**config.mk**
```make
export PLATFORM = sky130hd
export DESIGN_NAME = mod_enc_sb_collect
export DESIGN_NICKNAME = d
export VERILOG_FILES = /design/src/rtl/mod_enc_sb_collect.sv
export SDC_FILE = /design/constraint.sdc
export NUM_CORES = 1
export LEC_CHECK = 0
export ABC_AREA = 1
export CORE_ASPECT_RATIO = 1.1
export CORE_MARGIN = 1
export CORE_UTILIZATION = 40
export DETAILED_ROUTE_END_ITERATION = 10
export GPL_TIMING_DRIVEN = 0
export PLACE_DENSITY = 0.63
export SLEW_MARGIN = 20
export SYNTH_ARGS = -nofsm -noshare
export SYNTH_HDL_FRONTEND = slang
export SYNTH_SLANG_ARGS = --single-unit
```
**constraint.sdc**
```tcl
create_clock -name clk -period 20.9 [get_ports clk]
set_input_delay 5.225 -clock clk [delete_from_list [all_inputs] [get_ports clk]]
set_output_delay 5.225 -clock clk [all_outputs]
set_load 0.1 [all_outputs]
```
**src/rtl/mod_enc_sb_collect.sv**
```systemverilog
`default_nettype none
// ============================================================================
// Module  : mod_enc_sb_collect
// Purpose : Collects S-box output bytes into 128-bit states, double-buffered.
// Rev     : 1.0  initial release
// ============================================================================
module mod_enc_sb_collect #(
    parameter int NBYTES = 16,
    parameter int BYTE_W = 8
) (
    input  logic                     clk,
    input  logic                     rst,
    input  logic                     wr_req,
    input  logic [BYTE_W-1:0]        data_in,
    input  logic                     flush,
    input  logic                     rd_req,
    output logic                     fifo_full,
    output logic                     out_valid,
    output logic [NBYTES*BYTE_W-1:0] state_out,
    output logic                     blk_done,
    output logic                     ovf_err
);

    localparam int C_SW = NBYTES * BYTE_W;
    localparam int C_CW = (NBYTES > 1) ? $clog2(NBYTES) : 1;

    typedef enum logic [0:0] {
        FILL  = 1'b0,
        STALL = 1'b1
    } state_t;

    state_t              r_state;
    state_t              w_state_n;
    logic [C_CW-1:0]     r_cnt;
    logic [C_CW-1:0]     w_cnt_n;
    logic                r_wr_bank;
    logic                r_rd_bank;
    logic                w_wr_bank_n;
    logic                w_rd_bank_n;
    logic [1:0]          r_valid;
    logic [1:0]          w_valid_n;
    logic [1:0][C_SW-1:0] r_bank;
    logic [1:0][C_SW-1:0] w_bank_n;
    logic [C_SW-1:0]     r_state_out;
    logic [C_SW-1:0]     w_state_out_n;
    logic                r_blk_done;
    logic                r_ovf_err;
    logic                w_pop;
    logic                w_accept;
    logic                w_reject;
    logic                w_complete;

    always_ff @(posedge clk or posedge rst) begin
        if (rst) begin
            r_state     <= FILL;
            r_cnt       <= '0;
            r_wr_bank   <= 1'b0;
            r_rd_bank   <= 1'b0;
            r_valid     <= 2'b00;
            r_bank      <= '0;
            r_state_out <= '0;
            r_blk_done  <= 1'b0;
            r_ovf_err   <= 1'b0;
        end else begin
            r_state     <= w_state_n;
            r_cnt       <= w_cnt_n;
            r_wr_bank   <= w_wr_bank_n;
            r_rd_bank   <= w_rd_bank_n;
            r_valid     <= w_valid_n;
            r_bank      <= w_bank_n;
            r_state_out <= w_state_out_n;
            r_blk_done  <= w_complete;
            r_ovf_err   <= r_ovf_err | w_reject;
        end
    end

    // Acceptance is decided purely from registered state (STALL == both banks full),
    // so a same-cycle pop never rescues a write aimed at a full buffer.
    always_comb begin
        w_pop      = rd_req & r_valid[r_rd_bank];
        w_accept   = wr_req & ~flush & (r_state == FILL);
        w_reject   = wr_req & ~flush & (r_state == STALL);
        w_complete = w_accept & (r_cnt == C_CW'(NBYTES - 1));

        w_bank_n = r_bank;
        if (w_accept) begin
            for (int k = 0; k < NBYTES; k++) begin
                if (r_cnt == C_CW'(k)) begin
                    w_bank_n[r_wr_bank][(NBYTES-1-k)*BYTE_W +: BYTE_W] = data_in;
                end
            end
        end

        w_cnt_n = r_cnt;
        if (flush) begin
            w_cnt_n = '0;
        end else if (w_accept) begin
            w_cnt_n = w_complete ? '0 : r_cnt + 1'b1;
        end

        w_valid_n = r_valid;
        if (w_pop) begin
            w_valid_n[r_rd_bank] = 1'b0;
        end
        if (w_complete) begin
            w_valid_n[r_wr_bank] = 1'b1;
        end

        w_wr_bank_n = r_wr_bank ^ w_complete;
        w_rd_bank_n = r_rd_bank ^ w_pop;

        // Follow the bank that will be current after the edge, including a byte
        // that completes it this very cycle; otherwise hold the last value shown.
        w_state_out_n = r_state_out;
        if (w_valid_n[w_rd_bank_n]) begin
            w_state_out_n = w_bank_n[w_rd_bank_n];
        end

        w_state_n = (w_valid_n == 2'b11) ? STALL : FILL;
    end

    assign fifo_full = r_valid[0] & r_valid[1];
    assign out_valid = r_valid[r_rd_bank];
    assign state_out = r_state_out;
    assign blk_done  = r_blk_done;
    assign ovf_err   = r_ovf_err;

endmodule
`default_nettype wire

```
Word level (Yosys, flattened, before mapping):

Cells that the tools add are included.

* output and inout port bits: 132
* register bits: 395
* input port bits: 13

* magnitude comparators: 5
* bitwise operators: 14
* muxes and demuxes: 96
* reduce and logical (&&, ||, !) cells: 4
* equality and inequality tests: 16
* $add $sub $neg: 1

Operators with widths (number)
* two-way mux 256 bit: 32
* bitwise mux 256 bit: 16
* demux 128 bit (select 1 bit): 16
* two-way mux 128 bit: 3
* two-way mux 120 bit: 1
* two-way mux 112 bit: 1
* two-way mux 104 bit: 1
* two-way mux 96 bit: 1
* two-way mux 88 bit: 1
* two-way mux 80 bit: 1
* two-way mux 72 bit: 1
* two-way mux 64 bit: 1
* two-way mux 56 bit: 1
* two-way mux 48 bit: 1
* two-way mux 40 bit: 1
* equality test 4 bit (second input constant): 8
* two-way mux 32 bit: 1
* two-way mux 24 bit: 1
* equality test 4 x 3 -> 1 bit (second input constant): 4
* two-way mux 16 bit: 1
* two-way mux 4 bit: 3
* equality test 4 x 2 -> 1 bit (second input constant): 2
* two-way mux 8 bit: 1
* two-way mux 1 bit: 7
* other kinds (17): 30

Logic depth before layout (Yosys ltp):

* word-level depth: 54
* mapped depth: 13
* gate-level depth less buffers: 10

Worst setup path before layout:

No wires, ideal clock.

* kind: register to output
* start point: register r_rd_bank
* end point: output out_valid
* data required time: 15.675 ns
* slack: 13.173 ns
* data arrival time: 2.502 ns
* stages on the path, launching flop included: 3
* buffers on the path: 0
* cells stage by stage: dfrtp_1 inv_1 o21ai_0

* word-level cells in the longest chain between the ends: 2

Ends and longest elaborated chain
* from (decl): line 37 `logic r_rd_bank;`
* from (signal assigned): line 68 `r_rd_bank <= w_rd_bank_n;`
* two-way mux 1 bit (not written as such) (2 in a row): line 123 `assign out_valid = r_valid[r_rd_bank];`
* to (decl): line 18 `output logic out_valid,`

Every way passes these cells. The select of a mux whose other input is x is not followed.

Final worst setup path:

Ends and elaborated chain as after synthesis.

==> results summary <==
The peak supply drop is 0.05722 mV. In this run the clock root is driven by a clkbuf_16. The critical path is of the flip-flop to primary output type. Pin placement for this block handled 145 I/O pins. For the finished layout, the period the worst path requires is 7.625 ns.

Detailed placement ended at an HPWL of 39590 um. The clock network burns 43.8% of the power. Gates resized during post-CTS repair numbered 0. The average instance area after synthesis is 8.363 sq um.

The number of hold buffers added after cts is 0. For this run, the post-layout net count is 2251. The initial antenna violation count came out at 0. The via count of the first global-routing pass is 15170. The critical path capture point type is a primary output. The post-route clock period utilization came out at 36.48%. The endpoint arrival time on the critical path is 2.40 ns. After synthesis the cells add up to 17090 sq um.

The clock transition time at the flip-flop clock pins of the worst setup and hold paths is 0.06 ns. Synthesis instantiated 20 different standard cells from the library. Input and output buffers added on the ports amount to 144. The number of nets in the synthesized netlist is 2060. The internal power of the cells totals 1.252 mW. Buffers inserted during clock tree synthesis total 41.

The maximum fanout count along the critical path came out at 4. The global-route wire length before repair is 92280 um. The insertion delay to the later sink of the worst-skew pair is 0.55 ns.

Entering global routing, the biggest net connects 97 pins. The number of setup buffers added after CTS is 0. The wire length per cell came out at 21.54 um. Setup repair after global routing left no endpoint under its margin. The area of the die is 43550 sq um. The data required time at the worst endpoint came out at 15.67 ns. The total area inside the core boundary comes to 42210 sq um. The met3 track demand over resource in global routing came out at 5.309%. The portion of total power attributed to combinational logic is 7.8%. The critical path's top delay family is buffers and inverters.

The initial core utilization came out at 40.48%. The H-tree depth reported by CTS came out at 2. The worst setup path is launched from a flip-flop. The cell count after synthesis came out at 2043. The worst max-slew margin expressed relative to the limit is 14.92%. The floorplan has 79 rows. For this run, design rule violations remaining after detail routing come to 0. The overall track demand over capacity in global routing came out at 28.58%. The detailed router finished its first iteration with 2123 violations. The slowest stage of the critical path belongs to the cell clkdlybuf4s50_1. The share of the yosys chip area belonging to registers is 57.85%. Power comes to 1.668 mW. The top cell types in the final layout, fill and taps aside, are nand2_1, nand3_1, dfrtp_1, clkdlybuf4s50_1, clkbuf_1. Traced cell by cell, the critical path runs through inv_1 -> o21ai_0 -> clkdlybuf4s50_1. The width of the chip is 199.1 um. The detail route stage leaves a number of antenna-violating nets equal to 0.

The number of sinks handled by clock tree synthesis is 395. The detailed-routing iteration count for the pre-antenna-repair pass came out at 6. The count of non-filler cells in the finished layout is 2829. In this run the power density over the cells is 80.73 nW/um^2. The largest single stage delay on the critical path is 1.18 ns. The switching power as a share of total power is 24.95%. From synthesis to final layout, the design area changed by 20.94%. The total grt overflow came out at 0.

The switching power summed over all nets came out at 416.2 uW. The final setup skew came out at 0.01688 ns. The maximum root-to-sink buffer count came out at 3. The count of maximum capacitance violations is 0. The post-synthesis register bit count is 395. The global placer's final weighted congestion is 0.9391. The final-report setup violation count came out at 0.

The run finished with clean final reports. The hold violation total from the final report is 0. The met1 usage in global routing is 38.95%. The worst-margin pin slew is 1.276 ns.

The overall routed net length is 60930 um. The number of antenna cells inserted is 0. The height of the die came out at 218.8 um. The instance count after placement with tap cells included came out at 2758.

The vias per cell came out at 5.575. The most common library cell in the layout ignoring fill and taps is nand2_1. The number of buffers and inverters on the critical path is 2. The share of total power dissipated in sequential elements is 48.4%. The static leakage power is 11.24 nW.

TritonCTS built the clock tree. Across all register-to-register paths, the minimum setup slack is 18.20 ns. Cells with a size suffix above 1 make up 5.924% of the layout. The routed via count came out at 15770. The met2 demand-to-capacity share in global routing came out at 43.58%.

The final number of max-transition violations was 0. The maximum operating frequency came out at 0.1311 GHz. Across all hold checks on the routed design, the worst slack comes to 0.4644 ns. Yosys printed 0 warnings. The tightest min-delay check is of the flip-flop to flip-flop type. After global routing, the most crowded layer is met2.
==> synthesized netlist by cell type (all sizes together) <==
cell type	n	share of area, %
nand2	818	18
nand3	638	19
dfrtp	395	58
clkbuf	71	1.6
buf	56	1.9
inv	21	0.46
nor2	21	0.52
nand4	8	0.29
o21ai	8	0.23
ha	4	0.29
o21bai	1	0.044
o22ai	1	0.037
xor2	1	0.051
==> worst paths after layout <==
kind                            cells after the start        endpoint        start
worst max-delay path                                3       out_valid    r_rd_bank
worst min-delay path                                2     r_bank[202]  r_bank[202]
worst max register to register                      9  state_out[125]   r_valid[1]
worst min register to register                      2     r_bank[202]  r_bank[202]
max in group asynchronous                           6      r_bank[58]          rst
min in group asynchronous                           2   state_out[85]          rst
==> worst reg2reg max path, cell delays in order, from the launching register on <==
cell and delay, ns:
dfrtp_1 0.36, inv_1 0.06, o21ai_0 0.15, nand2_1 0.13, inv_1 0.10, clkbuf_1 0.67
clkbuf_1 0.64, nand3_1 0.22, nand3_1 0.20, nand2_1 0.07
==> through the flow <==
step	TNS [ns]	worst slack [ns]	cell area (sq um)	util [%]
floorplan	0	4.692	17090	-
global placement	-63.93	-0.2123	19240	45.58
detailed placement	0	12.97	19350	45.86
CTS	0	13.28	20660	48.96
global route	0	13.24	20660	48.96
finish	0	13.27	20660	48.96
==> state kept, by name (all words and copies together) (netlist names) <==
name / cells
state_out: 128
r_valid: 2
blk_done: 1
r_state: 1
r_cnt: 4
ovf_err: 1
r_wr_bank: 1
r_rd_bank: 1
r_bank: 256
==> layout make-up <==
cell class	instances	area (sq um)
well taps	567	709.4
multi-input cells	1500	6540
repair buffers	148	1551
inverters	21	86.33
plain buffers	127	583.1
fillers	4120	21540
flip-flops and latches	395	9884
clock buffers	58	1160
clock inverters	13	148.9
==> layer usage <==
metal | part of all wire, % | vias to the layer above | wire, um
li1 | - | 7123 | -
met4 | 5.5 | 0 | 3343
met2 | 45 | 863 | 27160
met5 | 0 | - | 0
met1 | 40 | 7571 | 24530
met3 | 9.7 | 214 | 5891
==> logic make-up (layout without fill, tap and decap cells) <==
logic type	Yosys count	in the layout	synth area share, %
flops	395	395	57.85
fa+ha+maj	4	4	0.2929
simple gates	1485	1485	37.62
buf+inv	148	367	3.874
xor+xnor	1	1	0.05127
compound gates	10	10	0.3149
==> power by group through the flow <==
stage	sequential (mW)	combinational [mW]	clock, mW
floorplan	0.823	0.0784	0
detailed placement	0.821	0.127	0
global placement	0.821	0.120	0
CTS	0.807	0.127	0.735
finish	0.807	0.130	0.731
global route	0.809	0.141	0.767
Note: power is estimated with default switching activity, not from simulation.
